`config.mk`:
```
export PLATFORM = sky130hd
export DESIGN_NAME = uart_autobaud_detector
export DESIGN_NICKNAME = d
export VERILOG_FILES = /design/src/rtl/uart_autobaud_detector.sv
export SDC_FILE = /design/constraint.sdc
export NUM_CORES = 1
export LEC_CHECK = 0
export ABC_CLOCK_PERIOD_IN_PS = 1900
export CAP_MARGIN = 30
export CORE_ASPECT_RATIO = 0.9
export CORE_MARGIN = 2
export CORE_UTILIZATION = 46
export DETAILED_ROUTE_END_ITERATION = 8
export GPL_TIMING_DRIVEN = 0
export PLACE_DENSITY_LB_ADDON = 0.05
export SETUP_SLACK_MARGIN = 0.2
export SYNTH_ARGS = -nofsm -noshare
export SYNTH_HDL_FRONTEND = slang
export SYNTH_SLANG_ARGS = --single-unit
```
`constraint.sdc`:
```
create_clock -name BRGCLK -period 1.9 [get_ports BRGCLK]
set_input_delay 0.38 -clock BRGCLK [delete_from_list [all_inputs] [get_ports BRGCLK]]
set_output_delay 0.38 -clock BRGCLK [all_outputs]
set_load 0.02 [all_outputs]
```
`src/rtl/uart_autobaud_detector.sv`:
```
// uart_autobaud_detector: times the 0x55 sync character on UxRX against BRGCLK and loads the bit-period divisor.
// Define UART_ABD_ROUND_EN for a round-to-nearest divisor; otherwise the divisor is truncated.
module uart_autobaud_detector #(
    parameter int          CNT_W      = 16,
    parameter int          SYNC_FALLS = 4,
    parameter logic [15:0] RESET_DIV  = 16'd104
) (
    input  logic             BRGCLK,
    input  logic             rst_n,
    input  logic             ABAUD,
    input  logic             UxRX,
    output logic [CNT_W-1:0] brg_div,
    output logic [CNT_W-1:0] span,
    output logic             abd_busy,
    output logic             UxRXIF,
    output logic             ABDOVF
);
    localparam int SH = $clog2(SYNC_FALLS) + 1;
    localparam int FW = $clog2(SYNC_FALLS + 1);

    typedef enum logic [2:0] {IDLE, WAIT_IDLE, WAIT_START, MEASURE, DONE} state_t;

    state_t           state, state_d;
    logic             rx_m, rx_s, rx_s_q, fall;
    logic [CNT_W-1:0] cnt;
    logic [FW-1:0]    falls;
    logic [CNT_W:0]   cnt_inc;
    logic [CNT_W+1:0] div_sum;
    logic             complete, ovf, busy_d, if_d;

    assign fall     = rx_s_q & ~rx_s;
    assign cnt_inc  = {1'b0, cnt} + (CNT_W+1)'(1);
    assign complete = (state == MEASURE) && fall && (falls == FW'(SYNC_FALLS - 1));
    // abort outranks overflow, so a dropped ABAUD never raises the flag
    assign ovf      = (state == MEASURE) && (&cnt) && !complete && ABAUD;
`ifdef UART_ABD_ROUND_EN
    assign div_sum  = {1'b0, cnt_inc} + (CNT_W+2)'(SYNC_FALLS);
`else
    assign div_sum  = {1'b0, cnt_inc};
`endif

    always_ff @(posedge BRGCLK or negedge rst_n) begin
        if (!rst_n) {rx_m, rx_s, rx_s_q} <= 3'b111;
        else        {rx_m, rx_s, rx_s_q} <= {UxRX, rx_m, rx_s};
    end

    always_ff @(posedge BRGCLK or negedge rst_n) begin
        if (!rst_n) state <= IDLE;
        else        state <= state_d;
    end

    always_comb begin
        state_d = state;
        case (state)
            IDLE:       state_d = ABAUD ? WAIT_IDLE : IDLE;
            WAIT_IDLE:  state_d = !ABAUD ? IDLE : rx_s ? WAIT_START : WAIT_IDLE;
            WAIT_START: state_d = !ABAUD ? IDLE : fall ? MEASURE : WAIT_START;
            MEASURE:    state_d = complete ? DONE : (!ABAUD || &cnt) ? IDLE : MEASURE;
            default:    state_d = IDLE;
        endcase
    end

    always_comb begin
        busy_d = (state_d == WAIT_IDLE) || (state_d == WAIT_START) || (state_d == MEASURE);
        if_d   = (state_d == DONE);
    end

    always_ff @(posedge BRGCLK or negedge rst_n) begin
        if (!rst_n) begin
            abd_busy <= 1'b0;
            UxRXIF   <= 1'b0;
            ABDOVF   <= 1'b0;
            cnt      <= '0;
            falls    <= '0;
            span     <= '0;
            brg_div  <= CNT_W'(RESET_DIV);
        end else begin
            abd_busy <= busy_d;
            UxRXIF   <= if_d;
            ABDOVF   <= (state == IDLE && ABAUD) ? 1'b0 : (ovf ? 1'b1 : ABDOVF);
            cnt      <= (state == MEASURE) ? cnt_inc[CNT_W-1:0] : '0;
            falls    <= (state == MEASURE) ? falls + FW'(fall) : '0;
            span     <= complete ? cnt_inc[CNT_W-1:0] : span;
            brg_div  <= complete ? CNT_W'(div_sum >> SH) : brg_div;
        end
    end
endmodule

```
## Word-level counts from Yosys, hierarchy flattened

Index checks and enable logic that the tools add are counted.
Widths: inputs -> output; s select.

| storage, ports and cells | value |
|---|---|
| bits in registers | 58 |
| input bits | 4 |
| output and inout port bits | 35 |
| word-level logic and storage cells | 49 |

| operators by class | value |
|---|---|
| add/subtract/negate cells | 2 |
| eq/ne operators | 8 |
| mux-type cells | 12 |
| bitwise gates (word level) | 2 |
| reduce and logical (&&, ||, !) cells | 14 |

Operators with widths:

| cell | count |
|---|---|
| $add 16x1->17 const B | 1 |
| $mux 16 | 1 |
| $reduce_and 16->1 | 1 |
| $eq 3x2->1 const B | 5 |
| $pmux 3 s4 | 1 |
| $mux 2 | 4 |
| $eq 3x1->1 const B | 2 |
| $logic_and 1x1->1 | 6 |
| $mux 3 | 2 |
| $mux 1 | 4 |
| $add 3x1->3 | 1 |
| $eq 3x3->1 const B | 1 |
| $logic_not 3->1 | 1 |
| $logic_or 1x1->1 | 3 |
| $logic_not 1->1 | 2 |
| $reduce_bool 2->1 | 1 |
| $and 1x1->1 | 1 |
| $not 1->1 | 1 |

## Longest topological paths before layout

| depth | value |
|---|---|
| depth in word-level cells | 9 |
| mapped depth | 7 |
| mapped depth without buffers | 5 |

## Worst setup path after synthesis

OpenSTA, ideal clock, no wires.

| path | value |
|---|---|
| path type | reg-to-reg |
| start point | reg state[2] |
| end point | reg span[8] |
| library setup time | 0.125 ns |
| data arrival time | 1.669 ns |
| required time | 1.775 ns |
| setup slack | 0.107 ns |
| cell stages (with the launch flop) | 7 |
| buffers on the path | 2 |
| clock period less this slack | 1.793 ns |
| cell sequence | dfrtp_1 -> nand3b_2 -> or3_1 -> buf_2 -> inv_1 -> buf_2 -> mux2_2 |

| on the way | value |
|---|---|
| word-level cells in the longest chain between the ends | 3 |

Ends and longest elaborated chain:

| what | RTL line | text |
|---|---|---|
| start: declaration | 23 | `state_t state, state_d;` |
| start signal: assignment | 49 | `else state <= state_d;` |
| $eq 3x2->1 | 33 | `assign complete = (state == MEASURE) && fall && (falls == FW'(SYNC_FALLS - 1));` |
| $logic_and 1x1->1 (2 in a row) | 33 |  |
| end signal: assignment | 83 | `span <= complete ? cnt_inc[CNT_W-1:0] : span;` |
| end: declaration | 13 | `output logic [CNT_W-1:0] span,` |

Every way passes these cells.
A chain may end at the register's enable or synchronous reset.

## Worst setup path after layout

| path | value |
|---|---|
| start point | reg rx_s_q |
| end point | reg brg_div[12] |

| on the way | value |
|---|---|
| word-level cells in the longest chain between the ends | 3 |

Ends and longest elaborated chain:

| what | RTL line | text |
|---|---|---|
| start: declaration | 24 | `logic rx_m, rx_s, rx_s_q, fall;` |
| start signal: assignment | 44 | `else {rx_m, rx_s, rx_s_q} <= {UxRX, rx_m, rx_s};` |
| $and 1x1->1 | 31 | `assign fall = rx_s_q & ~rx_s;` |
| $logic_and 1x1->1 (2 in a row) | 33 |  |
| end signal: assignment | 76 | `brg_div <= CNT_W'(RESET_DIV);` |
| end signal: assignment | 84 | `brg_div <= complete ? CNT_W'(div_sum >> SH) : brg_div;` |
| end: declaration | 12 | `output logic [CNT_W-1:0] brg_div,` |

Every way passes these cells.

==> impl_metrics.csv <==
group,metric,value,unit
worst_setup_path,cp_max_fo,6,
sta,worst_slack,0.113,ns
worst_setup_path,critical_path_required,2.13,ns
sta,finalSetupTns,0,ns
grt,grt_first_pass_wirelength,7170,um
worst_setup_path,critical_path_class,"flop to flop",
layout,final_area,2850,sq um
route,num_vias,1535,
floorplan,core_area,4400,sq um
synthesis,ys_async_sr_fraction,100,%
synthesis,syn_avg_cell_area,11.0,sq um
place,pre_cts_ws,0.0723,ns
layout,num_antenna_cells,0,
worst_setup_path,critPathCaptureType,"flop",
sta,finalCriticalPeriod,1.79,ns
worst_setup_path,r2r_end,"brg_div[12]",
sta,slew_violations,0,
floorplan,io_pins,39,
sta,setup_viol,0,
worst_setup_path,r2r_start,"rx_s_q",
route,wire_per_inst,13.7,um
sta,whs,0.360,ns
clock_tree,cts_htree_levels,2,
sta,rsz0062_at_grt,"true",
route,drtAntennaViolNets,0,
worst_setup_path,cp.arrival,2.02,ns
layout,fin_nets,253,
grt,grt_use_total,19.0,%
clock_tree,path_clk_slew,0.08,ns
synthesis,synth_edf_count,0,
grt,grt_max_degree,33,
sta,timing.fmax,560,MHz
clock_tree,root_buffer,"clkbuf_8",
floorplan,rows,23,
route,drt_pre_antenna_iters,4,
clock_tree,clock_sinks,48,
worst_setup_path,cpLargestDelayFamily,"simple AND/OR/NAND/NOR gates",
worst_setup_path,critPathBufInv,1,
power_and_ir_drop,peakVddDrop,0.410,mV
power_and_ir_drop,leakage,1.50,nW
route,drc_errors,0,
floorplan,die_area,5070,sq um
place,place_hpwl,2840,um
floorplan,die_w,74.9,um
worst_setup_path,slowest_stage,"dfstp_2",
sta,skew,0.00953,ns
route,drt-initial-drc-count,96,
synthesis,synthCells,189,
min_path,holdCritStartpoint,"rx_m",
power_and_ir_drop,power_density,632,nW/um^2
route,routed_wl,4220,um
route,via_per_inst,4.97,
synthesis,ys_ff_latch,48,
layout,area_delta_synth_final,37.1,%
clock_tree,cts_buffer_depth,2,
floorplan,die_h,67.8,um
layout,drive_above_1_share,23.9,%
place,routabilityCongestion,0.807,
worst_setup_path,cp_cell_sequence,"nand4bb_1, or3_4, buf_8, or4_1, nand3_1",
floorplan,start_util,47.2,%
min_path,min_delay_worst_endpoint,"rx_s",
grt,antenna_found_initial,0,
min_path,min_path_type,"flop to flop",
synthesis,ys_seq_area_share,58.2,%
synthesis,yosys_warnings,0,
sta,period_share,94.0,%
job,max_cap_viol_count,0,
clock_tree,cts_buffers,5,
run_status,status,"finished, final reports clean",
worst_setup_path,worstSetupStartpointType,"flop",
place,dpl-instance-area,2560,sq um
clock_tree,insertion_delay,0.30,ns
synthesis,yosysUniqueCellTypes,36,
grt,grt_pass1_vias,1547,
grt,grt-ovfl-total,0,
synthesis,synth_ff_type,"dfrtp_1",
worst_setup_path,worst-r2r-cell-count,5,
synthesis,syn-cell-area,2080,sq um
place,numPortBuffers,36,
worst_setup_path,critPathMaxStageDelay,0.53,ns
worst_setup_path,r2r_slack,0.11,ns
clock_tree,cts_tree,"built",
min_path,hold_depth,0,
sta,hold_viol_final,0,
==> cell usage after synthesis (2+ instances only) <==
master	count	area share, %
o21a_1	2	0.72
buf_2	2	0.48
o21ai_0	16	3.9
or3_1	5	1.5
inv_1	4	0.72
xor2_1	4	1.7
nand4_1	5	1.5
nor2b_1	3	0.90
and2_1	5	1.5
dfrtp_1	42	51
nor2_1	14	2.5
buf_4	12	4.3
clkbuf_1	2	0.36
ha_1	3	1.8
a21oi_1	2	0.48
and4_1	3	1.3
nand3_1	8	1.9
dfstp_2	6	7.6
xnor2_1	9	3.8
mux2_2	5	2.7
nor3_1	2	0.48
nor4_1	2	0.60
nand2_1	20	3.6
==> registers in the layout, indices dropped and copies added (netlist names) <==
name      flops
cnt          16
span         15
brg_div       5
falls         3
state         3
ABDOVF        1
UxRXIF        1
abd_busy      1
rx_m          1
rx_s          1
rx_s_q        1
==> worst max-delay path by stage <==
stage | start | end | slack [ns] | depth (start not counted)
floorplan | rx_s_q | brg_div[12] | 0.20 | 5
global placement | rst_n | span[8] | -0.80 | 1
detailed placement | state[1] | span[8] | 0.07 | 6
CTS | rx_s_q | brg_div[12] | 0.10 | 5
global route | state[1] | brg_div[12] | 0.04 | 5
finish | rx_s_q | brg_div[12] | 0.11 | 5
==> cell usage in the layout (no fill, tap or decap), types with 3 or more instances in the layout <==
cell type,netlist,final
and2_1,5,5
and4_1,3,3
buf_4,12,21
clkbuf_8,0,7
clkdlybuf4s50_1,0,12
dfrtp_1,42,38
dfrtp_2,0,4
dfstp_2,6,6
dlygate4sd2_1,0,13
dlymetal6s2s_1,0,10
inv_1,4,3
mux2_4,0,4
nand2_1,20,19
nand3_1,8,7
nand4_1,5,5
nor2_1,14,14
nor2b_1,3,3
o21ai_0,16,7
o21ai_1,0,8
or3_1,5,3
xnor2_1,9,9
xor2_1,4,4
==> power by group <==
group | switching, mW | internal (mW) | leakage (nW)
Clock | 0.323 | 0.332 | 0.0515
Sequential | 0.0199 | 1.04 | 0.639
Combinational | 0.0511 | 0.0355 | 0.813
==> area by class of cell <==
cell class                 instances  area, sq um
fill                             366         1550
buffer                            17          140
sequential                        48         1210
tap                               62         77.6
inverter                           4         17.5
multi-input combinational        121          802
timing repair buffer              49          498
clock buffer                       8          100
==> what timing repair did <==
action                                  CTS  global route
hold endpoints to repair                  6             0
setup buffers                             7             2
pin swaps                                 0             4
endpoints found under the setup margin   34            38
hold buffers                              1             0
gates cloned                              1             1
gates resized for setup                  23            37
==> through the flow <==
step,cells,utilization (%),power (mW)
after global placement,288,57.7,1.15
after detailed placement,289,58.1,1.16
final,309,64.7,1.80
after global routing,309,64.7,1.88
after floorplan,190,-,1.11
after CTS,306,62.1,1.82
==> routing by layer <==
metal / GRT usage, % / up-vias / wire [um]
li1: - / 742 / -
met1: 24.6 / 756 / 1910
met2: 31.4 / 32 / 2110
met3: 4.93 / 5 / 137
met4: 6.03 / 0 / 57
met5: 0 / - / 0
==> worst register-to-register path: stages (launching register included) <==
cell and delay [ns]:
dfstp_2 0.53, nand4bb_1 0.12, or3_4 0.36, buf_8 0.14
or4_1 0.49, nand3_1 0.08
==> kinds of logic (layout without fill, tap and decap cells) <==
logic type | Yosys count | count (layout) | share of synthesized area [%]
AO/OA/AOI/OAI | 25 | 25 | 7.10
adder cells (fa/ha/maj) | 3 | 3 | 1.81
multiplexers | 6 | 6 | 3.19
XOR/XNOR | 13 | 13 | 5.48
flip-flops | 48 | 48 | 58.2
AND/OR/NAND/NOR | 72 | 72 | 18.0
buffers and inverters | 21 | 78 | 6.08
other | 1 | 2 | 0.180
(Power assumes the default switching activity.)
